[src/rtl/stack_call_ctrl_pkg.sv]
// Shared types and constants for the CALL/RET/IRQ/RETI stack sequencer.
// Holds the FSM state encoding, operation tags and flag-byte layout.
package stack_call_ctrl_pkg;

  localparam int DEPTH_DEFAULT = 255;

  localparam int FLAG_Z_BIT = 0;
  localparam int FLAG_C_BIT = 1;

  typedef enum logic [2:0] {
    ST_IDLE,
    ST_PUSH_PC,
    ST_PUSH_FLG,
    ST_POP_FLG,
    ST_CAP_FLG,
    ST_POP_PC,
    ST_CAP_PC,
    ST_FINISH
  } state_t;

  typedef enum logic [1:0] {
    OP_CALL,
    OP_RET,
    OP_IRQ,
    OP_RETI
  } op_t;

  // Flag byte as it sits on the stack: {6'b0, C, Z}
  function automatic logic [7:0] packFlags(input logic z, input logic c);
    logic [7:0] f;
    f = 8'h00;
    f[FLAG_Z_BIT] = z;
    f[FLAG_C_BIT] = c;
    return f;
  endfunction

endpackage

[src/rtl/stack_call_ctrl_if.sv]
// Bundle between the control unit / PC register / Stack and the sequencer.
// The master side is the sequencer itself; the slave side is its environment.
interface stack_call_ctrl_if;

  logic       Call;
  logic       Ret;
  logic       Irq;
  logic       Reti;
  logic [7:0] PC;
  logic [7:0] Target;
  logic       Zflag;
  logic       Cflag;
  logic [7:0] StackDataout;

  logic       StackRead;
  logic       StackWrite;
  logic [7:0] StackDatain;
  logic       PCload;
  logic [7:0] PCout;
  logic       FlagLoad;
  logic       Zout;
  logic       Cout;
  logic       Busy;
  logic       Done;
  logic       Overflow;
  logic       Underflow;
  logic [7:0] Depth;

  modport master (
    input  Call, Ret, Irq, Reti, PC, Target, Zflag, Cflag, StackDataout,
    output StackRead, StackWrite, StackDatain, PCload, PCout, FlagLoad,
           Zout, Cout, Busy, Done, Overflow, Underflow, Depth
  );

  modport slave (
    output Call, Ret, Irq, Reti, PC, Target, Zflag, Cflag, StackDataout,
    input  StackRead, StackWrite, StackDatain, PCload, PCout, FlagLoad,
           Zout, Cout, Busy, Done, Overflow, Underflow, Depth
  );

endinterface

[src/rtl/stack_call_ctrl_depth.sv]
// Stack occupancy counter: follows push/pop strobes, saturates at both ends
// and pre-computes the room/content guards the sequencer checks at accept.
module stack_call_ctrl_depth
  import stack_call_ctrl_pkg::*;
#(
  parameter int DEPTH = DEPTH_DEFAULT
) (
  input  logic       i_clk,
  input  logic       i_reset,
  input  logic       i_inc,
  input  logic       i_dec,
  output logic [7:0] o_depth,
  output logic       o_canPush1,
  output logic       o_canPush2,
  output logic       o_canPop1,
  output logic       o_canPop2
);

  localparam logic [7:0] MAX_DEPTH   = 8'(DEPTH);
  localparam logic [7:0] MAX_DEPTH_1 = 8'(DEPTH - 1);

  logic [7:0] r_depth;

  always_ff @(posedge i_clk) begin
    if (i_reset) begin
      r_depth <= 8'h00;
    end else if (i_inc && !i_dec && (r_depth != MAX_DEPTH)) begin
      r_depth <= r_depth + 8'd1;
    end else if (i_dec && !i_inc && (r_depth != 8'h00)) begin
      r_depth <= r_depth - 8'd1;
    end
  end

  assign o_depth    = r_depth;
  assign o_canPush1 = (r_depth < MAX_DEPTH);
  assign o_canPush2 = (r_depth < MAX_DEPTH_1);
  assign o_canPop1  = (r_depth >= 8'd1);
  assign o_canPop2  = (r_depth >= 8'd2);

endmodule

[src/rtl/stack_call_ctrl.sv]
// Initiator side of the Stack push/pop interface: sequences CALL/RET/IRQ/RETI
// for the 8-bit core, with depth tracking that refuses overflow and underflow.
module stack_call_ctrl
  import stack_call_ctrl_pkg::*;
#(
  parameter int DEPTH = DEPTH_DEFAULT
) (
  input  logic              clk,
  input  logic              Reset,
  stack_call_ctrl_if.master bus
);

  state_t     r_state;
  op_t        r_op;
  logic [7:0] r_target;
  logic [7:0] r_flagByte;
  logic [7:0] r_stackDatain;
  logic [7:0] r_pcOut;
  logic       r_stackWrite;
  logic       r_stackRead;
  logic       r_pcLoad;
  logic       r_flagLoad;
  logic       r_zOut;
  logic       r_cOut;
  logic       r_done;
  logic       r_overflow;
  logic       r_underflow;

  logic [7:0] w_retAddr;
  logic [7:0] w_flagByte;
  logic [7:0] w_depth;
  logic       w_canPush1;
  logic       w_canPush2;
  logic       w_canPop1;
  logic       w_canPop2;

  assign w_retAddr  = bus.PC + 8'd1;
  assign w_flagByte = packFlags(bus.Zflag, bus.Cflag);

  // Counts the registered strobes, so Depth settles the cycle after each byte
  stack_call_ctrl_depth #(
    .DEPTH (DEPTH)
  ) u_depth (
    .i_clk      (clk),
    .i_reset    (Reset),
    .i_inc      (r_stackWrite),
    .i_dec      (r_stackRead),
    .o_depth    (w_depth),
    .o_canPush1 (w_canPush1),
    .o_canPush2 (w_canPush2),
    .o_canPop1  (w_canPop1),
    .o_canPop2  (w_canPop2)
  );

  always_ff @(posedge clk) begin
    if (Reset) begin
      r_state       <= ST_IDLE;
      r_op          <= OP_CALL;
      r_target      <= 8'h00;
      r_flagByte    <= 8'h00;
      r_stackDatain <= 8'h00;
      r_pcOut       <= 8'h00;
      r_stackWrite  <= 1'b0;
      r_stackRead   <= 1'b0;
      r_pcLoad      <= 1'b0;
      r_flagLoad    <= 1'b0;
      r_zOut        <= 1'b0;
      r_cOut        <= 1'b0;
      r_done        <= 1'b0;
      r_overflow    <= 1'b0;
      r_underflow   <= 1'b0;
    end else begin
      r_stackWrite <= 1'b0;
      r_stackRead  <= 1'b0;
      r_pcLoad     <= 1'b0;
      r_flagLoad   <= 1'b0;
      r_done       <= 1'b0;
      case (r_state)
        // Requests are only looked at here; a refused guard goes straight to FINISH
        ST_IDLE: begin
          if (bus.Irq || bus.Call || bus.Ret || bus.Reti) begin
            r_target   <= bus.Target;
            r_flagByte <= w_flagByte;
          end
          if (bus.Irq) begin
            r_op <= OP_IRQ;
            if (w_canPush2) begin
              r_state       <= ST_PUSH_PC;
              r_stackWrite  <= 1'b1;
              r_stackDatain <= w_retAddr;
            end else begin
              r_state    <= ST_FINISH;
              r_done     <= 1'b1;
              r_overflow <= 1'b1;
            end
          end else if (bus.Call) begin
            r_op <= OP_CALL;
            if (w_canPush1) begin
              r_state       <= ST_PUSH_PC;
              r_stackWrite  <= 1'b1;
              r_stackDatain <= w_retAddr;
            end else begin
              r_state    <= ST_FINISH;
              r_done     <= 1'b1;
              r_overflow <= 1'b1;
            end
          end else if (bus.Ret) begin
            r_op <= OP_RET;
            if (w_canPop1) begin
              r_state     <= ST_POP_PC;
              r_stackRead <= 1'b1;
            end else begin
              r_state     <= ST_FINISH;
              r_done      <= 1'b1;
              r_underflow <= 1'b1;
            end
          end else if (bus.Reti) begin
            r_op <= OP_RETI;
            if (w_canPop2) begin
              r_state     <= ST_POP_FLG;
              r_stackRead <= 1'b1;
            end else begin
              r_state     <= ST_FINISH;
              r_done      <= 1'b1;
              r_underflow <= 1'b1;
            end
          end
        end
        ST_PUSH_PC: begin
          if (r_op == OP_IRQ) begin
            r_state       <= ST_PUSH_FLG;
            r_stackWrite  <= 1'b1;
            r_stackDatain <= r_flagByte;
          end else begin
            r_state  <= ST_FINISH;
            r_pcLoad <= 1'b1;
            r_pcOut  <= r_target;
            r_done   <= 1'b1;
          end
        end
        ST_PUSH_FLG: begin
          r_state  <= ST_FINISH;
          r_pcLoad <= 1'b1;
          r_pcOut  <= r_target;
          r_done   <= 1'b1;
        end
        ST_POP_FLG: begin
          r_state <= ST_CAP_FLG;
        end
        ST_CAP_FLG: begin
          r_zOut      <= bus.StackDataout[FLAG_Z_BIT];
          r_cOut      <= bus.StackDataout[FLAG_C_BIT];
          r_state     <= ST_POP_PC;
          r_stackRead <= 1'b1;
        end
        ST_POP_PC: begin
          r_state <= ST_CAP_PC;
        end
        // Stack read data is valid here, one cycle after the pop strobe
        ST_CAP_PC: begin
          r_state    <= ST_FINISH;
          r_pcOut    <= bus.StackDataout;
          r_pcLoad   <= 1'b1;
          r_flagLoad <= (r_op == OP_RETI);
          r_done     <= 1'b1;
        end
        ST_FINISH: begin
          r_state <= ST_IDLE;
        end
        default: begin
          r_state <= ST_IDLE;
        end
      endcase
    end
  end

  assign bus.StackWrite  = r_stackWrite;
  assign bus.StackRead   = r_stackRead;
  assign bus.StackDatain = r_stackDatain;
  assign bus.PCload      = r_pcLoad;
  assign bus.PCout       = r_pcOut;
  assign bus.FlagLoad    = r_flagLoad;
  assign bus.Zout        = r_zOut;
  assign bus.Cout        = r_cOut;
  assign bus.Done        = r_done;
  assign bus.Overflow    = r_overflow;
  assign bus.Underflow   = r_underflow;
  assign bus.Depth       = w_depth;
  assign bus.Busy        = (r_state != ST_IDLE);

endmodule

[src/flat_wrapper.sv]
// flat-port wrapper written by rule: the top's interface ports become plain ports
module stack_call_ctrl_flat import stack_call_ctrl_pkg::*;
#(
  parameter int DEPTH = DEPTH_DEFAULT
)
  (clk, Reset, bus_Call, bus_Ret, bus_Irq, bus_Reti, bus_PC, bus_Target, bus_Zflag, bus_Cflag, bus_StackDataout, bus_StackRead, bus_StackWrite, bus_StackDatain, bus_PCload, bus_PCout, bus_FlagLoad, bus_Zout, bus_Cout, bus_Busy, bus_Done, bus_Overflow, bus_Underflow, bus_Depth);
  stack_call_ctrl_if bus_i ();
  input  logic clk;
  input  logic Reset;
  input wire logic [$bits(bus_i.Call)-1:0] bus_Call;
  input wire logic [$bits(bus_i.Ret)-1:0] bus_Ret;
  input wire logic [$bits(bus_i.Irq)-1:0] bus_Irq;
  input wire logic [$bits(bus_i.Reti)-1:0] bus_Reti;
  input wire logic [$bits(bus_i.PC)-1:0] bus_PC;
  input wire logic [$bits(bus_i.Target)-1:0] bus_Target;
  input wire logic [$bits(bus_i.Zflag)-1:0] bus_Zflag;
  input wire logic [$bits(bus_i.Cflag)-1:0] bus_Cflag;
  input wire logic [$bits(bus_i.StackDataout)-1:0] bus_StackDataout;
  output wire logic [$bits(bus_i.StackRead)-1:0] bus_StackRead;
  output wire logic [$bits(bus_i.StackWrite)-1:0] bus_StackWrite;
  output wire logic [$bits(bus_i.StackDatain)-1:0] bus_StackDatain;
  output wire logic [$bits(bus_i.PCload)-1:0] bus_PCload;
  output wire logic [$bits(bus_i.PCout)-1:0] bus_PCout;
  output wire logic [$bits(bus_i.FlagLoad)-1:0] bus_FlagLoad;
  output wire logic [$bits(bus_i.Zout)-1:0] bus_Zout;
  output wire logic [$bits(bus_i.Cout)-1:0] bus_Cout;
  output wire logic [$bits(bus_i.Busy)-1:0] bus_Busy;
  output wire logic [$bits(bus_i.Done)-1:0] bus_Done;
  output wire logic [$bits(bus_i.Overflow)-1:0] bus_Overflow;
  output wire logic [$bits(bus_i.Underflow)-1:0] bus_Underflow;
  output wire logic [$bits(bus_i.Depth)-1:0] bus_Depth;
  assign bus_i.Call = bus_Call;
  assign bus_i.Ret = bus_Ret;
  assign bus_i.Irq = bus_Irq;
  assign bus_i.Reti = bus_Reti;
  assign bus_i.PC = bus_PC;
  assign bus_i.Target = bus_Target;
  assign bus_i.Zflag = bus_Zflag;
  assign bus_i.Cflag = bus_Cflag;
  assign bus_i.StackDataout = bus_StackDataout;
  assign bus_StackRead = bus_i.StackRead;
  assign bus_StackWrite = bus_i.StackWrite;
  assign bus_StackDatain = bus_i.StackDatain;
  assign bus_PCload = bus_i.PCload;
  assign bus_PCout = bus_i.PCout;
  assign bus_FlagLoad = bus_i.FlagLoad;
  assign bus_Zout = bus_i.Zout;
  assign bus_Cout = bus_i.Cout;
  assign bus_Busy = bus_i.Busy;
  assign bus_Done = bus_i.Done;
  assign bus_Overflow = bus_i.Overflow;
  assign bus_Underflow = bus_i.Underflow;
  assign bus_Depth = bus_i.Depth;
  stack_call_ctrl #(.DEPTH(DEPTH)) u_core (.clk(clk), .Reset(Reset), .bus(bus_i));
endmodule
[config.mk]
export PLATFORM = sky130hd
export DESIGN_NAME = stack_call_ctrl_flat
export DESIGN_NICKNAME = d
export VERILOG_FILES = /design/src/rtl/stack_call_ctrl_pkg.sv /design/src/rtl/stack_call_ctrl_if.sv /design/src/rtl/stack_call_ctrl_depth.sv /design/src/rtl/stack_call_ctrl.sv /design/src/flat_wrapper.sv
export SDC_FILE = /design/constraint.sdc
export NUM_CORES = 1
export LEC_CHECK = 0
export ABC_AREA = 0
export CORE_UTILIZATION = 44
export DETAILED_ROUTE_END_ITERATION = 12
export MAX_ROUTING_LAYER = met4
export PLACE_DENSITY = 0.77
export REMOVE_ABC_BUFFERS = 1
export SLEW_MARGIN = 20
export SYNTH_ARGS = -nofsm -noshare
export SYNTH_HDL_FRONTEND = slang
export SYNTH_SLANG_ARGS = --single-unit
[constraint.sdc]
create_clock -name clk -period 2.06 [get_ports clk]
set_clock_uncertainty 0.15 [all_clocks]
set_input_delay 0.412 -clock clk [delete_from_list [all_inputs] [get_ports clk]]
set_output_delay 0.412 -clock clk [all_outputs]
set_load 0.02 [all_outputs]
==> run metrics, run 1 <==
status=complete, no violations; final std cells w/o fill=479; Syn Area/Cell=8.25 µm²; Fillers=479; Gate power share=0.436; first-pass GRT wire length=11600 µm; sw frac=0.360; clock share of power=0.190; count of different cell masters after synthesis=53; Via density=5.49; First-pass DRT Iterations=5; Slew HR=0.653; Sequential Power Share=0.373; CP Capture Type=register; DIE AREA=6100 µm²; Min Clock Period, post-route=2040 ps; Hold WC Path Type=register to register; Max Transition Viols Final=0; via count=2628; Mapped Area=2550 µm²; Overflow after GRT=0; arrival time worst endpoint=2090 ps; Rows=27; biggest cell delay along the critical path=530 ps; Cell Area, Placed=3550 µm²; Worst-path clk slew=90 ps; synthesized flop and latch total=48; area leader, netlist=dfxtp_1; All-Layer GR Usage=0.242; postcts setup bufs=0; Synth Flop Type=dfxtp_1; Final Cycle Share=0.990; nets=443; Routed WL=6810 µm; Post-synth EDFFs=0; Clock Tree Root=clkbuf_8; max-cap violation count=0; DIE WIDTH=78.1 µm; pwr/cell area=866 nW/µm²; Detail Route Antenna Nets=0; initial antenna violation count=0; Syn Inst Count=309; slowest cell on the critical path=or4b_4; Slew @ Worst Pin=520 ps; antenna cell count=0; Leak=1.41 nW; drt wl/cell=14.2 µm; Yosys Warn Count=0; Internal=2.04 mW; Vert. Die Dim=78.1 µm; Critical Path, Cell by Cell=or4b_4 > or3_4 > a22oi_2 > mux2_4; Sink Count=48; top post-synthesis cells by area=dfxtp_1 (38%), nor2_1 (5.3%), mux2i_1 (4.7%); Core ar.=5540 µm²; Initial Util=0.460; FMAX=490 MHz; ys async rst share=0; CP Max Fanout=4; startpoint types=register; Crit Path Class=register to register; critical path required time=2110 ps; CTS Buf Count=5; IO buf count=65; # setup viols final=0; clk buf depth=2; vias in the first global route=2512; Fin Setup TNS=0 ps; area share of the largest cell type after synthesis=0.377; Peak VDD IR=0.000408 V; Final Hold Vio Count=0; post-route cell area=3670 µm²; H-Tree Level Count=2; sequential area share after synthesis=0.377; GP Congestion=0.899; I/O pin cnt=66; DP HPWL=5090 µm; P&R area growth vs syn=44.1%; layout cells sized above 1=0.174; DRT iter0 DRCs=121; placed cell count=471; Tot Pwr=3.18 mW; pin count of the biggest net entering global routing=44; TritonCTS clock tree=yes; DRC violation count after routing=0; Net Switching=1.14 mW; worst skew pair latency=310 ps; RSZ-0062 raised after global routing=yes
[Yosys cell counts, types with 4 or more instances]
master / instances
o21a_1: 7
nor2_1: 36
ha_1: 5
clkbuf_1: 7
nor2b_1: 8
o211ai_1: 10
o21ai_0: 6
nand2_1: 24
dfxtp_1: 48
nand2b_1: 4
a21oi_1: 19
nor3_1: 16
nor4_1: 6
mux2i_1: 12
or3_1: 4
inv_1: 9
buf_2: 10
nand3_1: 19
a311oi_1: 9
[power groups by stage]
stage	logic [mW]	clock network, mW	registers [mW]
6_report	1.39	0.606	1.19
5_1_grt	1.51	0.654	1.21
4_1_cts	1.38	0.620	1.19
3_5_place_dp	1.37	0	1.21
3_3_place_gp	1.34	0	1.20
2_1_floorplan	0.566	0	1.36
[flip-flops by register name, summed over array words and instances, names as in the netlist, 2 cells and up]
signal,cells
u_core.r_op,2
u_core.r_flagByte,2
u_core.bus.StackDatain,8
u_core.bus.PCout,8
u_core.r_state,3
u_core.r_target,8
u_core.u_depth.o_depth,8
[critical path, delay by kind of cell, from the launching register on]
kind / cells / cell delay (ps)
AO/OA/AOI/OAI: 1 / 230
multiplexers: 1 / 320
flip-flops: 1 / 350
AND/OR/NAND/NOR: 2 / 890
[path summary, 6_finish.rpt]
kind	startpoint	endpoint	slack [ps]	cells past startpoint
max	u_core.u_depth.o_depth[0]$_SDFFE_PP0P_	u_core.u_depth.o_depth[7]$_SDFFE_PP0P_	20	4
max reg2reg	u_core.u_depth.o_depth[0]$_SDFFE_PP0P_	u_core.u_depth.o_depth[7]$_SDFFE_PP0P_	20	4
min	u_core.bus.Cout$_SDFFE_PP0P_	u_core.bus.Cout$_SDFFE_PP0P_	310	2
min reg2reg	u_core.bus.Cout$_SDFFE_PP0P_	u_core.bus.Cout$_SDFFE_PP0P_	310	2
[through the flow]
| stage | util | hold WS [ps] | setup slack (ps) |
|---|---|---|---|
| CTS | 0.660 | 314 | 25.0 |
| finish | 0.663 | 314 | 21.0 |
| floorplan | - | 286 | -223 |
| global placement | 0.642 | 298 | -128 |
| global route | 0.663 | 357 | -15.8 |
| detailed placement | 0.642 | 301 | -136 |
[cells by family (layout without fill, tap and decap cells)]
group,after synthesis,in the layout,share of synthesized area
AND/OR/NAND/NOR,134,134,0.269
AO/OA/AOI/OAI,73,73,0.201
flip-flops,48,48,0.377
buffers and inverters,29,127,0.0505
multiplexers,15,15,0.0604
adder cells (fa/ha/maj),5,5,0.0245
XOR/XNOR,5,5,0.0172
[layout by cell type, fill, tap and decap left out, types with 5 or more instances in the layout]
cell type / n
clkdlybuf4s50_1: 63
dfxtp_1: 44
buf_4: 42
nor2_1: 36
nand2_1: 24
a21oi_1: 19
nand3_1: 19
nor3_1: 16
mux2i_1: 12
o211ai_1: 10
inv_1: 9
a311oi_1: 9
nor2b_1: 8
o21a_1: 7
nor4_1: 6
o21ai_0: 6
clkbuf_8: 6
ha_1: 5
[layer usage]
metal / GRT usage / part of all wire / vias to the layer above / wire [µm]
met5: - / 0 / - / 0
met4: 0.0704 / 0.012 / 0 / 79
met3: 0.0360 / 0.039 / 9 / 268
met2: 0.392 / 0.48 / 65 / 3290
met1: 0.312 / 0.47 / 1238 / 3170
li1: - / - / 1316 / -
[cell type report]
class	instances	area, µm²	area share
Timing Repair Buffer	109	1010	0.274
Clock inverter	2	13.8	0.00375
Inverter	10	37.5	0.0102
Multi-Input combinational cell	232	1480	0.402
Sequential cell	48	966	0.263
Tap cell	72	90.1	0.0245
Clock buffer	6	82.6	0.0225
[what timing repair did]
action | 4_1_cts | 5_1_grt
pin swaps | 0 | 1
setup endpoints to repair | 2 | 9
gates resized for setup | 2 | 8
hold endpoints to repair | 0 | 0
hold buffers | 0 | 0
(Power assumes the default switching activity.)
==> inputs of run 2 (changes only) <==
ABC_CLOCK_PERIOD_IN_PS = 2060   (was default)
==> results of run 2 <==
The final DEF is identical to that of run 1; final timing and power are the same.
==> inputs of run 3 (changes only) <==
CORE_ASPECT_RATIO = 0.75   (was default)
==> run 3 against run 2 <==
Setup slack better by 28 ps. Register-to-register slack better by 30 ps. Maximum frequency is 1.4% higher. Sequential power barely moved. First-iteration DRC count is 16% higher. Routed wire length increased by 1.6%. Flip-flop and latch count unchanged. Via count decreased by 0.23%. Critical path type unchanged. Largest power group unchanged.
==> run metrics, run 3 (synthesis gave the netlist of run 1 again) <==
status=complete, no violations; nets=437 (-1.4%); pin count of the biggest net entering global routing=36 (-18%); Min Clock Period, post-route=2010 ps (-28.3 ps); startpoint types=register; Slew HR=0.591 (-0.0612); worst reg2reg setup slack=50 ps (+30 ps); worst hold start=u_core.r_op[1]$_SDFFE_PP0P_; GP Congestion=0.916 (+1.9%); DP HPWL=5260 µm (+3.5%); DIE AREA=6110 µm² (about the same); IO buf count=65 (unchanged); most common cell after layout, fill and taps aside=clkdlybuf4s50_1; first-pass GRT wire length=11000 µm (-5.2%); clk buf depth=2 (unchanged); antenna cell count=0 (unchanged); most frequent cells in the layout=clkdlybuf4s50_1 (62), dfxtp_1 (43), buf_4 (37); Final Cycle Share=0.976 (-0.0138); via count=2622 (-0.23%); CP Max Fanout=5 (+1); initial antenna violation count=0 (unchanged); P&R area growth vs syn=41.9%; DRC violation count after routing=0 (unchanged); drt wl/cell=14.6 µm (+2.5%); # setup viols final=0 (unchanged); FMAX=497 MHz (+1.4%); worst skew pair latency=300 ps (about the same); Critical R2R Launch=u_core.u_depth.o_depth[0]$_SDFFE_PP0P_; Final Util=0.662 (-0.00149); Leak=1.38 nW (-2.1%); Min Hold Slack=315 ps (+0.620 ps); layout cells sized above 1=0.168 (-0.00695); Hold WC Path Type=register to register; TritonCTS clock tree=yes; All-Layer GR Usage=0.234 (-0.00802); Via density=5.52 (+0.61%); cell count of the worst hold path=2 (unchanged); CP Capture Type=register; Fillers=452 (-5.6%); DIE WIDTH=89.9 µm (+15%); Crit Path Class=register to register; Sink Count=48 (unchanged); Vert. Die Dim=67.9 µm (-13%); Overflow after GRT=0 (unchanged); Slew @ Worst Pin=612 ps (+92.4 ps); Initial Util=0.466 (+0.00611); Detail Route Antenna Nets=0 (unchanged); postcts setup bufs=0 (unchanged); max-cap violation count=0 (unchanged); Worst-path clk slew=90 ps (about the same); I/O pin cnt=66 (unchanged); Hold EP=u_core.bus.FlagLoad$_SDFF_PP0_; Core ar.=5470 µm² (-1.3%); arrival time worst endpoint=2050 ps (-40 ps); critical path required time=2100 ps (about the same); DRT iter0 DRCs=140 (+16%); Clock Tree Root=clkbuf_8; Rows=23 (-15%); Routed WL=6920 µm (+1.6%); Worst Reg-to-Reg Cells=4 (unchanged); First-pass DRT Iterations=4 (-1); Max Transition Viols Final=0 (unchanged); pwr/cell area=849 nW/µm² (-1.9%); vias in the first global route=2371 (-5.6%); H-Tree Level Count=2 (unchanged); Final Hold Vio Count=0 (unchanged); CTS Buf Count=5 (unchanged); worst reg2reg endpoint=u_core.u_depth.o_depth[7]$_SDFFE_PP0P_; RSZ-0062 raised after global routing=no; cts hold-fix bufs=0 (unchanged); Peak VDD IR=0.000447 V (+9.7%)
-- run 3: worst max path at each step --
| stage | start | end | slack (ps) | cells past startpoint |
|---|---|---|---|---|
| finish | u_core.u_depth.o_depth[0]$_SDFFE_PP0P_ | u_core.u_depth.o_depth[7]$_SDFFE_PP0P_ | 50 | 4 |
| global route | u_core.u_depth.o_depth[0]$_SDFFE_PP0P_ | u_core.u_depth.o_depth[7]$_SDFFE_PP0P_ | 4 | 4 |
| CTS | u_core.u_depth.o_depth[0]$_SDFFE_PP0P_ | u_core.u_depth.o_depth[4]$_SDFFE_PP0P_ | 4 | 6 |
| detailed placement | bus_Ret | u_core.r_target[3]$_SDFFE_PP0P_ | -370 | 5 |
| global placement | bus_Ret | u_core.r_target[6]$_SDFFE_PP0P_ | -340 | 5 |
| floorplan | u_core.u_depth.o_depth[5]$_SDFFE_PP0P_ | u_core.bus.StackDatain[1]$_SDFFE_PP0P_ | -220 | 4 |
-- run 3: area by class of cell --
type                    instances  area [µm²]  area share
multi-input cells             232        1490       0.411
flip-flops and latches         48         970       0.268
repair buffers                103         952       0.263
well taps                      75        93.8      0.0259
clock buffers                   6        72.6      0.0201
inverters                      10        37.5      0.0104
clock inverters                 1        5.00     0.00138
-- run 3: critical path, stage by stage (launching register included) --
cell	delay, ps
dfxtp_2	360
or4b_4	540
or3_4	350
a22oi_2	170
mux2_1	330
-- run 3: where the power goes --
group	total, mW	internal [mW]	switching [mW]
clock	0.531	0.232	0.300
sequential	1.19	1.09	0.103
combinational	1.35	0.639	0.712
-- run 3: layer usage --
metal / track usage / routed length (µm) / vias up / share of wire
li1: - / - / 1303 / -
met1: 0.315 / 3430 / 1214 / 0.50
met2: 0.359 / 3030 / 98 / 0.44
met3: 0.0400 / 385 / 7 / 0.056
met4: 0.0806 / 76 / 0 / 0.011
met5: - / 0 / - / 0
-- run 3: what timing repair did --
action / CTS / global route
hold endpoints to repair: 0 / 0
gates cloned: 0 / 0
pin swaps: 0 / 2
resized for setup: 5 / 12
setup endpoints to repair: 13 / 8
-- run 3: stage by stage --
step                      cell area, µm²  instances  setup slack [ps]  TNS, ps  total power [mW]
after floorplan                     2460        290              -223    -2250              1.93
after global placement              3500        468              -343    -4670              2.50
after detailed placement            3500        468              -368    -5320              2.53
after CTS                           3580        475              4.47        0              3.05
after global routing                3620        475              3.95        0              3.26
final                               3620        475              49.3        0              3.07
